## src/rtl/ped_crossing_controller.sv

```systemverilog
// ped_crossing_controller
//   Pedestrian crossing controller that sits downstream of the intersection
//   light controller. It latches a push-button request for each direction.
//   On the green entry of the matching direction it grants a timed WALK
//   window, followed by a flashing CLEAR window. It also watches the light
//   bus for illegal or conflicting codes and blanks all walk lamps on a fault.
//
//   Build option: PED_FAULT_LATCH_EN
//     defined   -> fault is sticky until rst, and no new WALK is granted
//                  while fault is set.
//     undefined -> fault follows the registered fault condition.
//
//   Ports (top):
//     clk_i, rst_i            clock (rising edge), async active-high reset
//     ns_light_i, ew_light_i  one-hot light codes (RED=100 YELLOW=010 GREEN=001)
//     ped_req_ns_i/_ew_i      push buttons, level or pulse
//     ns_walk_o, ns_flash_o   N/S walk lamp and flashing don't-walk lamp
//     ew_walk_o, ew_flash_o   E/W walk lamp and flashing don't-walk lamp
//     ns_pending_o/_ew_       request latched but not yet served
//     fault_o                 illegal or conflicting light code seen
//     ns_state_o, ew_state_o  per-direction FSM state (0 IDLE, 1 ARMED,
//                             2 WALK, 3 CLEAR), for debug
//
//   Handshake: there is no valid/ready flow. Each button is sampled on
//   every rising clock edge, and a single high sample is enough to register
//   a request.

// ped_dir_fsm
//   Serves one crossing direction. It contains the IDLE/ARMED/WALK/CLEAR
//   FSM, the phase counter, the queued-request flag and the registered
//   green flag used to detect a green entry.
module ped_dir_fsm #(
    parameter int unsigned WALK_CYCLES = 2,
    parameter int unsigned CLR_CYCLES  = 1,
    parameter int unsigned CNT_W       = 4
) (
    input  logic       clk_i,
    input  logic       rst_i,
    input  logic [2:0] light_i,
    input  logic       req_i,
    input  logic       fault_cond_i, // current-cycle illegal light bus
    input  logic       grant_en_i,   // low blocks new WALK grants
    output logic       walk_o,
    output logic       flash_o,
    output logic       pending_o,
    output logic [1:0] state_o
);

    typedef enum logic [1:0] {
        ST_IDLE  = 2'd0,
        ST_ARMED = 2'd1,
        ST_WALK  = 2'd2,
        ST_CLEAR = 2'd3
    } state_e;

    localparam logic [CNT_W-1:0] WALK_LAST = CNT_W'(WALK_CYCLES - 1);
    localparam logic [CNT_W-1:0] CLR_LAST  = CNT_W'(CLR_CYCLES - 1);
    localparam logic [CNT_W-1:0] CNT_MAX   = {CNT_W{1'b1}};

    state_e           state_q, state_d;
    logic [CNT_W-1:0] cnt_q, cnt_d;
    logic             queued_q, queued_d;
    logic             green_prev_q;

    logic             green;
    logic             grant;
    logic [CNT_W-1:0] cnt_inc;

    assign green   = (light_i == 3'b001);
    assign grant   = green & ~green_prev_q & grant_en_i;
    // The counter saturates so that a wide CNT_W can never wrap.
    assign cnt_inc = (cnt_q == CNT_MAX) ? cnt_q : cnt_q + 1'b1;

    always_comb begin
        state_d  = state_q;
        cnt_d    = cnt_q;
        queued_d = queued_q;

        case (state_q)
            ST_IDLE: begin
                // A request that arrives in the same cycle as the green
                // entry is served immediately.
                if (req_i) begin
                    state_d = grant ? ST_WALK : ST_ARMED;
                    cnt_d   = '0;
                end
            end
            ST_ARMED: begin
                if (grant) begin
                    state_d = ST_WALK;
                    cnt_d   = '0;
                end
            end
            ST_WALK: begin
                if (req_i) queued_d = 1'b1;
                if (!green || cnt_q == WALK_LAST) begin
                    state_d = ST_CLEAR;
                    cnt_d   = '0;
                end else begin
                    cnt_d = cnt_inc;
                end
            end
            ST_CLEAR: begin
                if (req_i) queued_d = 1'b1;
                if (cnt_q == CLR_LAST) begin
                    state_d  = (queued_q || req_i) ? ST_ARMED : ST_IDLE;
                    queued_d = 1'b0;
                    cnt_d    = '0;
                end else begin
                    cnt_d = cnt_inc;
                end
            end
            default: begin
                state_d = ST_IDLE;
            end
        endcase

        // A bad light bus interrupts any grant in progress. The request is
        // kept, so the direction falls back to ARMED, or to IDLE if no
        // request exists.
        if (fault_cond_i) begin
            state_d  = (state_q == ST_IDLE && !req_i) ? ST_IDLE : ST_ARMED;
            cnt_d    = '0;
            queued_d = 1'b0;
        end
    end

    always_ff @(posedge clk_i or posedge rst_i) begin
        if (rst_i) begin
            state_q      <= ST_IDLE;
            cnt_q        <= '0;
            queued_q     <= 1'b0;
            green_prev_q <= 1'b0;
        end else begin
            state_q      <= state_d;
            cnt_q        <= cnt_d;
            queued_q     <= queued_d;
            green_prev_q <= green;
        end
    end

    // These outputs are decoded only from flops.
    assign walk_o    = (state_q == ST_WALK);
    assign flash_o   = (state_q == ST_CLEAR);
    assign pending_o = (state_q == ST_ARMED) ||
                       (((state_q == ST_WALK) || (state_q == ST_CLEAR)) && queued_q);
    assign state_o   = state_q;

endmodule

module ped_crossing_controller #(
    parameter int unsigned WALK_CYCLES = 2,
    parameter int unsigned CLR_CYCLES  = 1,
    parameter int unsigned CNT_W       = 4
) (
    input  logic       clk_i,
    input  logic       rst_i,
    input  logic [2:0] ns_light_i,
    input  logic [2:0] ew_light_i,
    input  logic       ped_req_ns_i,
    input  logic       ped_req_ew_i,
    output logic       ns_walk_o,
    output logic       ns_flash_o,
    output logic       ew_walk_o,
    output logic       ew_flash_o,
    output logic       ns_pending_o,
    output logic       ew_pending_o,
    output logic       fault_o,
    output logic [1:0] ns_state_o,
    output logic [1:0] ew_state_o
);

    logic fault_cond;
    logic fault_q, fault_d;
    logic grant_en;
    logic ns_ok, ew_ok;

    assign ns_ok = (ns_light_i == 3'b001) || (ns_light_i == 3'b010) || (ns_light_i == 3'b100);
    assign ew_ok = (ew_light_i == 3'b001) || (ew_light_i == 3'b010) || (ew_light_i == 3'b100);

    // A fault is either light not being one-hot, or both directions being
    // away from RED in the same cycle.
    assign fault_cond = !ns_ok || !ew_ok ||
                        ((ns_light_i != 3'b100) && (ew_light_i != 3'b100));

`ifdef PED_FAULT_LATCH_EN
    assign fault_d  = fault_q | fault_cond;
    assign grant_en = ~fault_q;
`else
    assign fault_d  = fault_cond;
    assign grant_en = 1'b1;
`endif

    always_ff @(posedge clk_i or posedge rst_i) begin
        if (rst_i) begin
            fault_q <= 1'b0;
        end else begin
            fault_q <= fault_d;
        end
    end

    assign fault_o = fault_q;

    ped_dir_fsm #(
        .WALK_CYCLES (WALK_CYCLES),
        .CLR_CYCLES  (CLR_CYCLES),
        .CNT_W       (CNT_W)
    ) u_ns (
        .clk_i        (clk_i),
        .rst_i        (rst_i),
        .light_i      (ns_light_i),
        .req_i        (ped_req_ns_i),
        .fault_cond_i (fault_cond),
        .grant_en_i   (grant_en),
        .walk_o       (ns_walk_o),
        .flash_o      (ns_flash_o),
        .pending_o    (ns_pending_o),
        .state_o      (ns_state_o)
    );

    ped_dir_fsm #(
        .WALK_CYCLES (WALK_CYCLES),
        .CLR_CYCLES  (CLR_CYCLES),
        .CNT_W       (CNT_W)
    ) u_ew (
        .clk_i        (clk_i),
        .rst_i        (rst_i),
        .light_i      (ew_light_i),
        .req_i        (ped_req_ew_i),
        .fault_cond_i (fault_cond),
        .grant_en_i   (grant_en),
        .walk_o       (ew_walk_o),
        .flash_o      (ew_flash_o),
        .pending_o    (ew_pending_o),
        .state_o      (ew_state_o)
    );

endmodule

```

## config.mk

```make
export PLATFORM = sky130hd
export DESIGN_NAME = ped_crossing_controller
export DESIGN_NICKNAME = d
export VERILOG_FILES = /design/src/rtl/ped_crossing_controller.sv
export SDC_FILE = /design/constraint.sdc
export NUM_CORES = 1
export LEC_CHECK = 0
export ABC_AREA = 0
export CELL_PAD_IN_SITES_DETAIL_PLACEMENT = 0
export CELL_PAD_IN_SITES_GLOBAL_PLACEMENT = 2
export CORE_ASPECT_RATIO = 0.9
export CORE_MARGIN = 2
export CORE_UTILIZATION = 30
export DETAILED_ROUTE_END_ITERATION = 12
export PLACE_DENSITY = 0.75
export SLEW_MARGIN = 25
export SYNTH_ARGS = -nofsm -noshare
export SYNTH_HDL_FRONTEND = slang
export SYNTH_SLANG_ARGS = --single-unit
```

## constraint.sdc

```tcl
create_clock -name clk_i -period 1.63 [get_ports clk_i]
set_input_delay 0.489 -clock clk_i [delete_from_list [all_inputs] [get_ports clk_i]]
set_output_delay 0.489 -clock clk_i [all_outputs]
set_load 0.1 [all_outputs]
```

# Word-level counts from Yosys, hierarchy flattened
# Cells that the tools add are included.
classes:
  n_addsub: 2
  mul: 0
  div: 0
  order_cmp: 0
  eq_ne: 26
  n_shift: 0
  mux: 40
  bitwise_logic: 4
  n_reduce_logical: 35
ops:
  columns: ["op", "n"]
  rows:
  - ["4-bit 2-to-1 mux", 12]
  - ["4-bit case mux with 4 select lines", 2]
  - ["2-bit 2-to-1 mux", 12]
  - ["2-bit case mux with 4 select lines", 2]
  - ["1-bit logical OR", 14]
  - ["3-bit by 1-bit != test with 1-bit output (second input constant)", 4]
  - ["3-bit != test (second input constant)", 4]
  - ["1-bit 2-to-1 mux", 10]
  - ["4-bit by 1-bit adder with 4-bit output (second input constant)", 2]
  - ["2-bit equality test (second input constant)", 4]
  - ["4-bit by 1-bit equality test with 1-bit output (second input constant)", 2]
  - ["4-bit equality test (second input constant)", 2]
  - ["4-bit logical NOT", 2]
  - ["4-bit AND reduction", 2]
  - ["3-bit by 1-bit equality test with 1-bit output (second input constant)", 2]
  - ["3-bit by 2-bit equality test with 1-bit output (second input constant)", 2]
  - ["3-bit equality test (second input constant)", 2]
  - ["1-bit logical NOT", 6]
  - ["3-bit by 2-bit != test with 1-bit output (second input constant)", 2]
  - ["3-bit nonzero test", 2]
  - ["1-bit logical AND", 5]
  - ["2-bit by 1-bit equality test with 1-bit output (second input constant)", 2]
  - ["2-bit logical NOT", 2]
  - ["1-bit case mux with 2 select lines", 2]
  - ["other kinds (3)", 6]
totals:
  reg_bits: 17
  latch_bits: 0
  ramBits: 0
  romBits: 0
  elab_cells: 116
  memories: 0

# Logic depth before layout (Yosys ltp)
logic_depth:
  word_depth: 8
  mapped_depth: 7
  ltp_nobuf: 7

# Modules after synthesis
# Synthesis repeated with hierarchy kept, for this count alone.
unflattened:
  hier_cells: 154
  area_unflattened_um2: 1415.1
modules_own_cells:
  columns: ["mod", "instances", "cells_per_inst", "area_each_um2"]
  rows:
  - ["ped_dir_fsm", 2, 71, 656.9]
  - ["ped_crossing_controller", 1, 12, 101.3]

# Worst setup path before layout
# No wires, ideal clock.
synth_path:
  kind: "reg-to-output"
  start: "register u_ns.state_q[0], in the netlist u_ns.state_o[0]"
  end: "output port ns_pending_o"
  arrival_ns: 3.335
  t_required_ns: 1.141
  slack_ns: -2.194
  stages_incl_launch_ff: 3
  n_path_buf: 0
  cell_sequence: "dfrtp_1 inv_1 o21ai_0"
synth_between:
  elab_chain_cells: 4
synth_lines:
  columns: ["item", "line_no", "text"]
  rows:
  - ["start: declaration", "60", "state_e state_q, state_d;"]
  - ["start signal: assignment", "135", "state_q <= state_d;"]
  - ["2-bit equality test", "146", "(((state_q == ST_WALK) || (state_q == ST_CLEAR)) && queued_q);"]
  - ["1-bit logical OR", "146", null]
  - ["1-bit logical AND", "146", null]
  - ["1-bit logical OR (*)", "145", "assign pending_o = (state_q == ST_ARMED) ||"]
  - ["end: declaration", "166", "output logic ns_pending_o,"]
# Mark *: on every way between the ends. The rest lies on a longest branch, timed or not.

# Final worst setup path
layout_path:
  start: "register u_ns.cnt_q[0]"
  end: "register u_ns.cnt_q[1]"
layout_between:
  elab_chain_cells: 5
layout_lines:
  columns: ["item", "line_no", "text"]
  rows:
  - ["start: declaration", "61", "logic [CNT_W-1:0] cnt_q, cnt_d;"]
  - ["start signal: assignment", "136", "cnt_q <= cnt_d;"]
  - ["4-bit by 1-bit adder with 4-bit output (tied with other cells)", "72", "assign cnt_inc = (cnt_q == CNT_MAX) ? cnt_q : cnt_q + 1'b1;"]
  - ["4-bit 2-to-1 mux or 1-bit logical OR (tied branches)", "72, 96", null]
  - ["4-bit 2-to-1 mux, on equally long branches", "105, 96", null]
  - ["4-bit case mux with 4 select lines (*)", "79", "case (state_q)"]
  - ["4-bit 2-to-1 mux (*)", "121", "if (fault_cond_i) begin"]
# Marks and branches as above.
# A chain may end at the register's enable or synchronous reset.

==> metrics.txt <==
# TYPE chip_impl_metric gauge
chip_impl_info{name="status",value="complete, but fails checks"} 1
chip_impl_info{name="violations",value="negative setup slack"} 1
chip_impl_info{name="reg_to_reg_critical_path_startpoint",value="u_ns.cnt_q[0]$_DFFE_PP0P_"} 1
chip_impl_metric{name="globalRouteOverflowTotal",unit=""} 0
chip_impl_info{name="worstSetupStartpoint",value="u_ns.cnt_q[0]$_DFFE_PP0P_"} 1
chip_impl_metric{name="worstMarginPinSlew",unit="ns"} 0.351
chip_impl_metric{name="synth-async-reset-ratio",unit="%"} 100
chip_impl_metric{name="netlist-cell-type-count",unit=""} 42
chip_impl_metric{name="cap_viol_max_count",unit=""} 0
chip_impl_metric{name="synth_compound_gate_area_share",unit="%"} 24.8
chip_impl_info{name="synth_top_family_by_area",value="compound AO/OA/AOI/OAI gates"} 1
chip_impl_info{name="busiest_metal_layer_after_global_routing",value="met2"} 1
chip_impl_metric{name="ffs_latches_synth",unit=""} 17
chip_impl_metric{name="setup_viol_count_final",unit=""} 18
chip_impl_metric{name="die_height",unit="microns"} 66.7
chip_impl_metric{name="grt_util_met2",unit="%"} 26.9
chip_impl_metric{name="r2r_slack",unit="ns"} -0.20
chip_impl_metric{name="grt_max_degree",unit=""} 18
chip_impl_metric{name="timing.setup.tns",unit="ns"} -1.81
chip_impl_metric{name="synth_edf_count",unit=""} 0
chip_impl_info{name="cp-start-kind",value="flip-flop"} 1
chip_impl_metric{name="clock_insertion_delay_worst_skew",unit="ns"} 0.26
chip_impl_info{name="synth.top_cells.by_area",value="dfrtp_1, ha_1, a211oi_2"} 1
chip_impl_metric{name="hpwl_after_detailed_placement",unit="mm"} 2.55
chip_impl_info{name="worst_setup_path_end_kind",value="flip-flop"} 1
chip_impl_metric{name="core-area",unit="sq um"} 4130
chip_impl_metric{name="grt_antenna_before_repair",unit=""} 0
chip_impl_info{name="rsz0062_at_grt",value="true"} 1
chip_impl_metric{name="drt-total-wl",unit="mm"} 3.61
chip_impl_metric{name="timing.max_slew.rel_slack",unit="%"} 76.5
chip_impl_metric{name="max_freq",unit="MHz"} 546
chip_impl_metric{name="vdd.ir_drop.worst",unit="mV"} 0.422
chip_impl_metric{name="chipWidth",unit="microns"} 73.6
chip_impl_metric{name="layout-drive-gt1-share",unit="%"} 56.9
chip_impl_metric{name="drt-vias-per-instance",unit=""} 5.11
chip_impl_metric{name="worst_r2r_path_depth",unit=""} 7
chip_impl_metric{name="gp_congestion",unit=""} 0.854
chip_impl_info{name="worstReg2RegEnd",value="u_ns.cnt_q[1]$_DFFE_PP0P_"} 1
chip_impl_metric{name="mean_area_per_synthesized_cell",unit="sq um"} 9.91
chip_impl_metric{name="dieArea",unit="sq um"} 4910
chip_impl_metric{name="final-max-slew-violation-count",unit=""} 0
chip_impl_metric{name="netlist_instances",unit=""} 132
chip_impl_metric{name="postRouteAntennaNets",unit=""} 0
chip_impl_metric{name="yosysWarningCount",unit=""} 0
chip_impl_metric{name="grtUsageTotal",unit="%"} 15.4
chip_impl_metric{name="power.leakage",unit="nW"} 0.962
chip_impl_metric{name="cts_inserted_buffers",unit=""} 3
chip_impl_info{name="tritoncts",value="yes"} 1
chip_impl_metric{name="final_hold_vio_count",unit=""} 0
chip_impl_metric{name="global_route.usage.met1",unit="%"} 19.6
chip_impl_metric{name="fin_worst_setup_slack",unit="ns"} -0.202
chip_impl_info{name="worst-setup-path-type",value="reg -> reg"} 1
chip_impl_info{name="clk_root_buffer_cell",value="clkbuf_8"} 1
chip_impl_info{name="crit_family",value="simple AND/OR/NAND/NOR gates"} 1
chip_impl_metric{name="ctsHoldBuffers",unit=""} 0
chip_impl_info{name="critical_path.cell_chain",value="inv_2 > ha_4 > or3b_4 > a32oi_4 > and3b_1 > a22oi_1 > nor2_1"} 1
chip_impl_info{name="synth_top_cell_by_area",value="dfrtp_1"} 1
chip_impl_metric{name="cts.sink_count",unit=""} 17
chip_impl_metric{name="synth_mux_area_share",unit="%"} 2.29
chip_impl_metric{name="cp_num_buf_inv",unit=""} 1
chip_impl_metric{name="power.density_cell_area",unit="nW/um^2"} 476
chip_impl_metric{name="fin_worst_hold_slack",unit="ns"} 0.553
chip_impl_metric{name="finish.utilization",unit="%"} 56.1
chip_impl_info{name="critical-path-slowest-cell",value="dfrtp_1"} 1
chip_impl_metric{name="cp_data_arrival_time",unit="ns"} 1.97
chip_impl_metric{name="yosysSeqAreaShare",unit="%"} 32.5
chip_impl_metric{name="fin_crit_sh",unit="%"} 112
chip_impl_info{name="synth_most_common_cell",value="dfrtp_1"} 1
chip_impl_metric{name="yosys.area_share.adder",unit="%"} 14.3
chip_impl_metric{name="globalRouteMet3Util",unit="%"} 3.63
chip_impl_metric{name="grt_pass1_vias",unit=""} 1249
chip_impl_metric{name="netlist_area",unit="sq um"} 1310
chip_impl_metric{name="post_synth_and_or_nand_nor_area_fraction",unit="%"} 20.7
chip_impl_metric{name="fp-row-count",unit=""} 22
chip_impl_metric{name="crit_required",unit="ns"} 1.77
chip_impl_metric{name="n_antenna_cell",unit=""} 0
chip_impl_metric{name="area_growth_from_synthesis_to_final_layout",unit="%"} 76.9
chip_impl_metric{name="clock_skew",unit="ns"} 0.00333
chip_impl_info{name="synth_top_cells_by_count",value="dfrtp_1, ha_1, inv_1"} 1
chip_impl_metric{name="post-route-drc-count",unit=""} 0
chip_impl_metric{name="global_route_wire_length_before_repair",unit="mm"} 5.80
chip_impl_metric{name="highest_fanout_seen_on_the_critical_path",unit=""} 4
chip_impl_metric{name="drt-pass1-iter-count",unit=""} 4
chip_impl_metric{name="finish.net_count",unit=""} 221
chip_impl_metric{name="post-synth-top-area-fraction",unit="%"} 32.5
chip_impl_metric{name="syn_nets",unit=""} 157
chip_impl_metric{name="cts_max_path_buffers",unit=""} 2
chip_impl_metric{name="cts.clk_slew.worst_paths",unit="ns"} 0.07
chip_impl_metric{name="post-route-min-period",unit="ns"} 1.83
chip_impl_metric{name="floorplan.io_pins",unit=""} 21
chip_impl_info{name="timing.hold.worst.class",value="in -> async"} 1
chip_impl_metric{name="wl_per_cell",unit="microns"} 14.8
chip_impl_metric{name="detail_route.iter0.violations",unit=""} 28
chip_impl_metric{name="initial_core_util",unit="%"} 31.7
chip_impl_info{name="ys.flop_type",value="dfrtp_1"} 1
chip_impl_metric{name="slowest_delay",unit="ns"} 0.41
chip_impl_metric{name="synth_xor_area_share",unit="%"} 0.669
chip_impl_metric{name="vias",unit=""} 1242
chip_impl_metric{name="h_tree_level_count",unit=""} 1
chip_impl_metric{name="numPortBuffers",unit=""} 20
## stage by stage
stage | cells | total power, mW | worst slack [ns] | instance area [sq um]
after floorplan | 132 | 0.622 | -0.327 | 1420
after global placement | 226 | 0.748 | -0.546 | 2020
after detailed placement | 226 | 0.752 | -0.575 | 2020
after CTS | 240 | 1.10 | -0.234 | 2240
after global routing | 243 | 1.16 | -0.256 | 2310
final | 243 | 1.10 | -0.202 | 2310
## worst max path at each step
stage,to,slack [ns],depth (start not counted)
after detailed placement,u_ew.state_o[1]$_DFFE_PP0P_,-0.57,6
after global routing,u_ns.cnt_q[1]$_DFFE_PP0P_,-0.26,7
after global placement,u_ew.state_o[0]$_DFFE_PP0P_,-0.55,7
after CTS,u_ns.cnt_q[1]$_DFFE_PP0P_,-0.23,7
final,u_ns.cnt_q[1]$_DFFE_PP0P_,-0.20,7
after floorplan,u_ns.state_o[1]$_DFFE_PP0P_,-0.33,7
## cell usage in the layout (no fill, tap or decap), types with 4 or more instances in the layout
master	netlist	layout
buf_4	0	31
buf_12	0	15
dfrtp_1	17	12
nor2_1	11	10
ha_1	15	8
ha_4	0	7
nand2_1	7	6
a211oi_2	4	6
inv_1	12	5
o21ai_1	1	5
inv_2	0	5
buf_6	1	5
or3b_4	0	4
dfrtp_4	0	4
## cell type report
class / count / area, sq um
tap: 48 / 60.1
multi-input combinational: 101 / 1030
fill: 337 / 1810
sequential: 17 / 442
timing repair buffer: 61 / 688
inverter: 12 / 53.8
clock buffer: 4 / 45.0
## power by group
group	switching (mW)	internal, mW
Combinational	0.188	0.145
Sequential	0.0104	0.431
Clock	0.155	0.174
## metal layers
| layer | part of all wire (%) | vias to the layer above |
|---|---|---|
| met4 | 0.53 | 0 |
| met2 | 50 | 16 |
| met3 | 3.2 | 5 |
| li1 | - | 620 |
| met5 | 0 | - |
| met1 | 46 | 601 |
## kinds of logic after synthesis
group,after synthesis
XOR/XNOR,1
buffers and inverters,14
AND/OR/NAND/NOR,43
adder cells (fa/ha/maj),15
AO/OA/AOI/OAI,39
multiplexers,3
flip-flops,17
## flip-flops by register name (all words and copies together), names as in the netlist
signal             cells
fault_o                1
u_ew.cnt_q             4
u_ew.green_prev_q      1
u_ew.queued_q          1
u_ew.state_o           2
u_ns.cnt_q             4
u_ns.green_prev_q      1
u_ns.queued_q          1
u_ns.state_o           2
## timing repair
action	CTS	global route
setup endpoints to repair	21	22
buffers inserted	10	3
pin swaps	12	12
gates resized for setup	37	13
## worst min-delay path: stages
cell and delay [ns]:
clkdlybuf4s50_1 0.40, inv_1 0.05, buf_4 0.25
Note: power is estimated with default switching activity, not from simulation.
